### src/rtl/ctrl_pkg.sv
// ctrl_pkg: state encoding, opcode/funct constants and the select bundle
// shared by the control_fsm32 sequencer and its instruction decoder.
package ctrl_pkg;

    typedef enum logic [2:0] {
        ST_IF   = 3'd0,
        ST_ID   = 3'd1,
        ST_EX   = 3'd2,
        ST_MEM  = 3'd3,
        ST_WB   = 3'd4,
        ST_HALT = 3'd5
    } state_e;

    localparam logic [5:0] OP_RTYPE = 6'b000000;
    localparam logic [5:0] OP_J     = 6'b000010;
    localparam logic [5:0] OP_JAL   = 6'b000011;
    localparam logic [5:0] OP_BEQ   = 6'b000100;
    localparam logic [5:0] OP_BNE   = 6'b000101;
    localparam logic [5:0] OP_LW    = 6'b100011;
    localparam logic [5:0] OP_SW    = 6'b101011;
    localparam logic [2:0] OP_IFMT  = 3'b001;

    localparam logic [5:0] FN_JR    = 6'b001000;
    localparam logic [5:0] FN_SLL   = 6'b000000;
    localparam logic [5:0] FN_SRL   = 6'b000010;
    localparam logic [5:0] FN_SRA   = 6'b000011;
    localparam logic [5:0] FN_SLLV  = 6'b000100;
    localparam logic [5:0] FN_SRLV  = 6'b000110;
    localparam logic [5:0] FN_SRAV  = 6'b000111;

    localparam logic [1:0] ALUOP_MEM = 2'b00;
    localparam logic [1:0] ALUOP_BR  = 2'b01;
    localparam logic [1:0] ALUOP_RI  = 2'b10;

    typedef struct packed {
        logic       jr;
        logic       regdst;
        logic       alusrc;
        logic       memtoreg;
        logic       branch;
        logic       nbranch;
        logic       jmp;
        logic       jal;
        logic       i_format;
        logic       sftmd;
        logic [1:0] aluop;
        logic       lw;
        logic       sw;
    } sel_t;

    function automatic logic is_shift(input logic [5:0] fn);
        return (fn == FN_SLL)  || (fn == FN_SRL)  || (fn == FN_SRA) ||
               (fn == FN_SLLV) || (fn == FN_SRLV) || (fn == FN_SRAV);
    endfunction

endpackage

### src/rtl/instr_decode.sv
// instr_decode: combinational decode of Opcode/funct into the datapath
// select bundle and the illegal-opcode flag.
module instr_decode
    import ctrl_pkg::*;
(
    input  logic [5:0] opcode_i,
    input  logic [5:0] funct_i,
    output sel_t       sel_o,
    output logic       illegal_o
);

    logic r_type;
    logic i_fmt;
    logic lw;
    logic sw;
    logic jmp;
    logic jal;
    logic beq;
    logic bne;

    always_comb begin
        r_type = (opcode_i == OP_RTYPE);
        i_fmt  = (opcode_i[5:3] == OP_IFMT);
        lw     = (opcode_i == OP_LW);
        sw     = (opcode_i == OP_SW);
        jmp    = (opcode_i == OP_J);
        jal    = (opcode_i == OP_JAL);
        beq    = (opcode_i == OP_BEQ);
        bne    = (opcode_i == OP_BNE);
    end

    always_comb begin
        sel_o          = '0;
        sel_o.jr       = r_type && (funct_i == FN_JR);
        sel_o.regdst   = r_type;
        sel_o.alusrc   = i_fmt | lw | sw;
        sel_o.memtoreg = lw;
        sel_o.branch   = beq;
        sel_o.nbranch  = bne;
        sel_o.jmp      = jmp;
        sel_o.jal      = jal;
        sel_o.i_format = i_fmt;
        sel_o.sftmd    = r_type && is_shift(funct_i);
        sel_o.lw       = lw;
        sel_o.sw       = sw;
        // R/I and branch classes are mutually exclusive, so this is {R|I, B|nB}
        if (r_type || i_fmt) begin
            sel_o.aluop = ALUOP_RI;
        end else if (beq || bne) begin
            sel_o.aluop = ALUOP_BR;
        end else begin
            sel_o.aluop = ALUOP_MEM;
        end
        illegal_o = ~(r_type | i_fmt | lw | sw | jmp | jal | beq | bne);
    end

endmodule

### src/rtl/control_fsm32.sv
// control_fsm32: multi-cycle IF/ID/EX/MEM/WB sequencer with fetch/memory waits.
// Define CTRL_ILLEGAL_TRAP_EN to halt on illegal opcodes instead of NOP-ing them.
module control_fsm32
    import ctrl_pkg::*;
#(
    parameter int unsigned IF_WAIT  = 0,
    parameter int unsigned MEM_WAIT = 0
) (
    input  logic       clock,
    input  logic       reset,
    input  logic       stall,
    input  logic [5:0] Opcode,
    input  logic [5:0] Function_opcode,
    input  logic       Zero,
    output logic       IRWrite,
    output logic       PCWrite,
    output logic       RegWrite,
    output logic       MemWrite,
    output logic       MemRead,
    output logic       BranchTaken,
    output logic       Jr,
    output logic       RegDST,
    output logic       ALUSrc,
    output logic       MemtoReg,
    output logic       Branch,
    output logic       nBranch,
    output logic       Jmp,
    output logic       Jal,
    output logic       I_format,
    output logic       Sftmd,
    output logic [1:0] ALUOp,
    output logic       Illegal,
    output logic [2:0] State
);

    localparam logic [3:0] IF_W  = 4'(IF_WAIT);
    localparam logic [3:0] MEM_W = 4'(MEM_WAIT);

`ifdef CTRL_ILLEGAL_TRAP_EN
    localparam logic TRAP = 1'b1;
`else
    localparam logic TRAP = 1'b0;
`endif

    state_e     state_q;
    state_e     state_d;
    logic [3:0] cnt_q;
    logic [3:0] cnt_d;
    sel_t       sel_q;
    sel_t       sel_d;
    sel_t       dec_sel;
    logic       dec_ill;
    logic       cnt_zero;
    logic       go;
    logic       pc_last;

    instr_decode u_dec (
        .opcode_i  (Opcode),
        .funct_i   (Function_opcode),
        .sel_o     (dec_sel),
        .illegal_o (dec_ill)
    );

    assign cnt_zero = (cnt_q == 4'd0);

    always_ff @(posedge clock) begin
        if (reset) begin
            state_q <= ST_IF;
            cnt_q   <= IF_W;
            sel_q   <= '0;
        end else begin
            state_q <= state_d;
            cnt_q   <= cnt_d;
            sel_q   <= sel_d;
        end
    end

    always_comb begin
        state_d = state_q;
        cnt_d   = cnt_q;
        sel_d   = sel_q;
        if (!stall) begin
            unique case (state_q)
                ST_IF: begin
                    if (cnt_zero) state_d = ST_ID;
                    else          cnt_d   = cnt_q - 4'd1;
                end
                ST_ID: begin
                    sel_d = dec_sel;
                    if (dec_ill) begin
                        state_d = TRAP ? ST_HALT : ST_IF;
                    end else if (dec_sel.jmp || dec_sel.jr) begin
                        state_d = ST_IF;
                    end else if (dec_sel.jal) begin
                        state_d = ST_WB;
                    end else begin
                        state_d = ST_EX;
                    end
                end
                ST_EX: begin
                    if (sel_q.branch || sel_q.nbranch) state_d = ST_IF;
                    else if (sel_q.lw || sel_q.sw)     state_d = ST_MEM;
                    else                               state_d = ST_WB;
                end
                ST_MEM: begin
                    if (!cnt_zero)     cnt_d   = cnt_q - 4'd1;
                    else if (sel_q.sw) state_d = ST_IF;
                    else               state_d = ST_WB;
                end
                ST_WB:   state_d = ST_IF;
                ST_HALT: state_d = ST_HALT;
                default: state_d = ST_IF;
            endcase
            // wait counter reloads only on entry, so a stalled phase resumes
            if (state_d != state_q) begin
                if (state_d == ST_IF)       cnt_d = IF_W;
                else if (state_d == ST_MEM) cnt_d = MEM_W;
            end
        end
    end

    always_comb begin
        pc_last = 1'b0;
        unique case (state_q)
            ST_ID:   pc_last = dec_sel.jmp | dec_sel.jr | (dec_ill & ~TRAP);
            ST_EX:   pc_last = sel_q.branch | sel_q.nbranch;
            ST_MEM:  pc_last = cnt_zero & sel_q.sw;
            ST_WB:   pc_last = 1'b1;
            default: pc_last = 1'b0;
        endcase
    end

    assign go = ~reset & ~stall;

    assign IRWrite     = go & (state_q == ST_IF) & cnt_zero;
    assign PCWrite     = go & pc_last;
    assign RegWrite    = go & (state_q == ST_WB);
    assign MemRead     = go & (state_q == ST_MEM) & sel_q.lw;
    assign MemWrite    = go & (state_q == ST_MEM) & sel_q.sw;
    assign BranchTaken = go & (state_q == ST_EX) &
                         ((sel_q.branch & Zero) | (sel_q.nbranch & ~Zero));

`ifdef CTRL_ILLEGAL_TRAP_EN
    assign Illegal = ~reset &
                     (((state_q == ST_ID) & dec_ill) | (state_q == ST_HALT));
`else
    assign Illegal = ~reset & (state_q == ST_ID) & dec_ill;
`endif

    assign Jr       = sel_q.jr;
    assign RegDST   = sel_q.regdst;
    assign ALUSrc   = sel_q.alusrc;
    assign MemtoReg = sel_q.memtoreg;
    assign Branch   = sel_q.branch;
    assign nBranch  = sel_q.nbranch;
    assign Jmp      = sel_q.jmp;
    assign Jal      = sel_q.jal;
    assign I_format = sel_q.i_format;
    assign Sftmd    = sel_q.sftmd;
    assign ALUOp    = sel_q.aluop;
    assign State    = state_q;

endmodule
### config.mk
export PLATFORM = sky130hd
export DESIGN_NAME = control_fsm32
export DESIGN_NICKNAME = d
export VERILOG_FILES = /design/src/rtl/ctrl_pkg.sv /design/src/rtl/instr_decode.sv /design/src/rtl/control_fsm32.sv
export SDC_FILE = /design/constraint.sdc
export NUM_CORES = 1
export LEC_CHECK = 0
export CORE_MARGIN = 5
export CORE_UTILIZATION = 40
export CTS_BUF_LIST = sky130_fd_sc_hd__clkbuf_4
export CTS_CLUSTER_SIZE = 30
export DETAILED_ROUTE_END_ITERATION = 8
export GPL_TIMING_DRIVEN = 0
export MAX_ROUTING_LAYER = met4
export PLACE_DENSITY = 0.79
export SLEW_MARGIN = 20
export SYNTH_ARGS = -nofsm -noshare
export SYNTH_HDL_FRONTEND = slang
export SYNTH_SLANG_ARGS = --single-unit
### constraint.sdc
create_clock -name clock -period 5.8 [get_ports clock]
set_clock_uncertainty 0.2 [all_clocks]
set_input_delay 0.87 -clock clock [delete_from_list [all_inputs] [get_ports clock]]
set_output_delay 0.87 -clock clock [all_outputs]
set_load 0.03 [all_outputs]
# == After elaboration in Yosys (flattened, before gate mapping) ==
# Cells that the tools add are included.
# word_totals
ff_bits,20
latch_bits,0
mem_bits_rw,0
rom_bits,0
in_bits,16
out_inout_bits,22
word_cells,104
mem_count,0
# classes
add_sub_neg,1
n_mul,0
n_div,0
n_lt_le_gt_ge,0
eq_ne,20
shifts,0
n_mux,18
bitwise,32
n_reduce_logical,19
# ops
op,n
$eq 6x3->1 const B,5
$mux 3,9
$eq 6x2->1 const B,4
$mux 4,5
$and 1x1->1,15
$pmux 3 s5,1
$or 1x1->1,13
$eq 6x6->1 const B,2
$logic_not 6->1,2
$logic_or 1x1->1,10
$eq 3x2->1 const B,3
$eq 3x1->1 const B,2
$eq 3x3->1 const B,2
$eq 6x4->1 const B,1
$logic_not 3->1,2
$logic_not 4->1,1
$not 1->1,4
$pmux 1 s4,1
$sub 4x1->4 const B,1
$ne 3x3->1,1
$logic_and 1x1->1,2
$mux 2,1
$reduce_and 2->1,1
$reduce_or 2->1,1
$mux 1,1

# == Longest topological paths before layout ==
# logic_depth
ltp_word,15
depth_mapped,8
ltp_nobuf,7

# == Cells and area by module ==
# From an unflattened synthesis, not the netlist that was laid out.
# hier_totals
cells_unflattened,188
area_unflattened_um2,1441.4
# by_module_without_submodules
mod,n_inst,cells_each,area_each_um2,seq_area_each_um2
control_fsm32,1,149,1179.9,420.4
instr_decode,1,39,261.5,0.0

# == Worst setup path after synthesis ==
# Ideal clock, no wire load.
# synth_timing
path_kind,input -> output
from,input port Opcode[1]
to,output port Illegal
t_arrival_ps,2325
t_required_ps,4730
slack_ps,2405
path_stages,5
n_path_buf,1
cell_sequence,buf_2 -> nor2b_1 -> o21ai_0 -> o211a_1 -> nor4_1
# synth_via
elab_chain_len,10
word_cells_on_any_way,16
classes_between,eq/ne: 6; bitwise: 9; reduce/logical: 1
# synth_rtl
item,line,text
start: declaration,control_fsm32.sv:12,"input logic [5:0] Opcode,"
$logic_not 6->1,instr_decode.sv:22,r_type = (opcode_i == OP_RTYPE);
$or 1x1->1 (6 in series),instr_decode.sv:54,illegal_o = ~(r_type | i_fmt | lw | sw | jmp | jal | beq | bne);
$or 1x1->1 *,instr_decode.sv:54,
$not 1->1 *,instr_decode.sv:54,
$and 1x1->1 *,control_fsm32.sv:147,assign Illegal = ~reset & (state_q == ST_ID) & dec_ill;
end: declaration,control_fsm32.sv:32,"output logic Illegal,"
# Every way passes the cells marked *; elsewhere a longest branch is shown, timed or not.

# == Final worst setup path ==
# layout_timing
from,input port Function_opcode[5]
to,output port PCWrite
# layout_via
elab_chain_len,6
# layout_rtl
item,line,text
start: declaration,control_fsm32.sv:13,"input logic [5:0] Function_opcode,"
$eq 6x4->1,instr_decode.sv:34,sel_o.jr = r_type && (funct_i == FN_JR);
$logic_and 1x1->1,instr_decode.sv:34,
$or 1x1->1 (2 in series),control_fsm32.sv:125,ST_ID: pc_last = dec_sel.jmp | dec_sel.jr | (dec_ill & ~TRAP);
$pmux 1 s4,control_fsm32.sv:124,unique case (state_q)
$and 1x1->1,control_fsm32.sv:136,assign PCWrite = go & pc_last;
end: declaration,control_fsm32.sv:16,"output logic PCWrite,"
# Every way passes these cells.

==> run summary <==
most frequent CP cell = clkdlybuf4s50_1
Buffers on Ports = 34
fin crit period = 4.31 ns
Post-Syn Nets = 191
ys flop type = dfxtp_1
vias = 1393
drt pass-1 iters = 4
met3 Use GR = 2.96%
Via-to-Cell Ratio = 5.40
CP peak stage delay = 0.67 ns
Yosys top cell area share = 29.8%
Starting DRT DRC Count = 68
total clock sinks = 20
WL final = 3390 um
Slew @ Worst Pin = 0.597 ns
dpl hpwl = 2560 um
first-pass GRT wire length = 5710 um
core area = 3280 um2
met2 Use GR = 25.2%
worst hold slack = 0.262 ns
Synth Instances = 174
Post-CTS Setup Bufs = 0
final slew viol count = 0
Area contributors post-synth = dfxtp_1 30%, a21oi_1 7.1%, nor2_1 5.9%, nand2_1 3.9%, nor3_1 2.6%
I/O pin count = 38
pwr dens = 229 nW/um2
DR WL/cell = 13.1 um
peak supply drop = 0.129 mV
Area after DPL = 1740 um2
GP Congestion = 0.850
Mean Syn Cell Area = 7.73 um2
min setup slack post-route = 1.49 ns
post-cts sizing count = 0
initial antenna violation count = 0
crit end category = primary output
# Max-Cap Violations = 0
CP Data Arrival Time = 3.24 ns
global route hottest layer = met2
Area Growth Syn to Fin = 33.5%
Final Setup Violations = 0
H-tree depth = 1
Max Fclk = 232 MHz
Max Buffers Root-to-Sink = 2
critical path class = in -> out
Die ar. = 4620 um2
FP Rows = 21
CP Launch Type = input pin
Post-synth EDFFs = 0
Die W = 68.0 um
RSZ-0062 raised after global routing = no
Final TNS setup = 0 ns
number of CTS-inserted buffers = 3
DRC viols = 0
non-filler cells, final = 258
GRT Total Usage = 16.4%
cts hold-fix bufs = 0
status = complete, no violations
met1 GRT Util = 22.2%
Slowest-stage cell, CP = clkdlybuf4s50_1
sequential element share of the synthesized area = 29.8%
CTS tree = done
Async SR Flop Fraction = 0%
Distinct cells, synth = 51
top-count cell post-synth = nor2_1
Commonest cells post-synth = 21 x nor2_1, 20 x dfxtp_1, 19 x a21oi_1, 14 x nand2_1, 8 x clkbuf_1
Finished Cell Area = 1800 um2
Tcrit/Tclk final = 74.3%
Nets = 230
vias in the first global route = 1257
share of layout cells above drive strength 1 = 9.43%
largest fanout on the critical path = 3
Die Ht = 68.0 um
Synth Cell Area = 1350 um2
Static Leak = 0.649 nW
cell taking the most area after synthesis = dfxtp_1
Clock transition at path regs = 0.12 ns
# diodes = 0
Initial Util = 41.0%
Hold Fails Final Rpt = 0
worst hold path type = reg -> reg
YS warnings = 0
critical-path cell list = clkdlybuf4s50_1, or4b_1, nor3_2, o21ai_1, a21oi_1, o311a_1, clkdlybuf4s50_1
largest net degree at the start of global routing = 13
WP data required = 4.73 ns
cell count after placement = 254
register bit count reported by yosys = 20
Root Driver = clkbuf_4
Max-slew headroom = 60.0%
antenna viol nets, final = 0
GRT overflow = 0
post-place setup slack = 1.50 ns
Skew-Pair Late Insertion Delay = 0.31 ns
-- critical path, delay by kind of cell --
kind / cells / cell delay [ns]
buf+inv: 2 / 1.09
compound gates: 3 / 0.52
simple gates: 2 / 0.76
-- sequential cells by signal (all words and copies together) (netlist names) --
| name | count |
|---|---|
| ALUOp | 2 |
| ALUSrc | 1 |
| Branch | 1 |
| I_format | 1 |
| Jal | 1 |
| Jmp | 1 |
| Jr | 1 |
| RegDST | 1 |
| Sftmd | 1 |
| State | 3 |
| cnt_q | 4 |
| nBranch | 1 |
| sel_q | 2 |
-- layout make-up --
cell class / instances / area, um2
Fill cell: 311 / 1490
Multi-Input combinational cell: 132 / 841
Sequential cell: 20 / 400
Timing Repair Buffer: 34 / 340
Buffer: 16 / 81.3
Tap cell: 46 / 57.6
Clock inverter: 1 / 30.0
Clock buffer: 3 / 22.5
Inverter: 6 / 22.5
-- layout by cell type, fill, tap and decap left out, types with 2 or more instances in the layout --
cell,n
clkbuf_4,3
nor2b_1,3
buf_4,2
nand2_1,14
clkbuf_1,8
nor3_2,2
nor4_1,3
clkdlybuf4s50_1,34
nand3b_1,3
nor3_1,7
a2bb2oi_1,2
nor3b_1,4
o21ai_1,3
mux2i_1,2
o22ai_1,3
a311oi_1,2
dfxtp_1,20
a21oi_1,19
inv_1,6
and3b_1,3
nor2_1,21
buf_2,5
and3_1,2
nand3_1,5
o311a_1,2
nand4_1,2
nor4b_1,2
o21ai_0,4
-- metal layers --
layer	vias up	wire (um)
li1	708	-
met1	646	1590
met2	35	1610
met3	4	161
met4	0	25
met5	-	0
-- where the power goes --
group	switching, W	leakage, nW	internal (W)
Sequential	0.00000647	0.162	0.000145
Combinational	0.0000813	0.460	0.0000628
Clock	0.0000467	0.0279	0.0000699
-- path summary, 6_finish.rpt --
check,startpoint,to,slack (ns),depth (start not counted)
max,Function_opcode[5],PCWrite,1.49,7
min,Jmp$_SDFFE_PP0P_,Jmp$_SDFFE_PP0P_,0.26,2
max reg2reg,cnt_q[0]$_SDFFE_PP0N_,cnt_q[0]$_SDFFE_PP0N_,3.65,8
min reg2reg,Jmp$_SDFFE_PP0P_,Jmp$_SDFFE_PP0P_,0.26,2
-- metrics by stage --
stage	util (%)	total power, W
after floorplan	-	0.000255
after global placement	53.1	0.000296
after detailed placement	53.1	0.000298
after CTS	54.7	0.000416
after global routing	54.7	0.000435
final	54.7	0.000412
-- cells by family after synthesis --
group | after synthesis | synth area share [%]
buffers and inverters | 22 | 7.72
multiplexers | 2 | 1.49
flip-flops | 20 | 29.8
adder cells (fa/ha/maj) | 1 | 0.930
AND/OR/NAND/NOR | 85 | 37.0
AO/OA/AOI/OAI | 44 | 23.1
(Power assumes the default switching activity.)
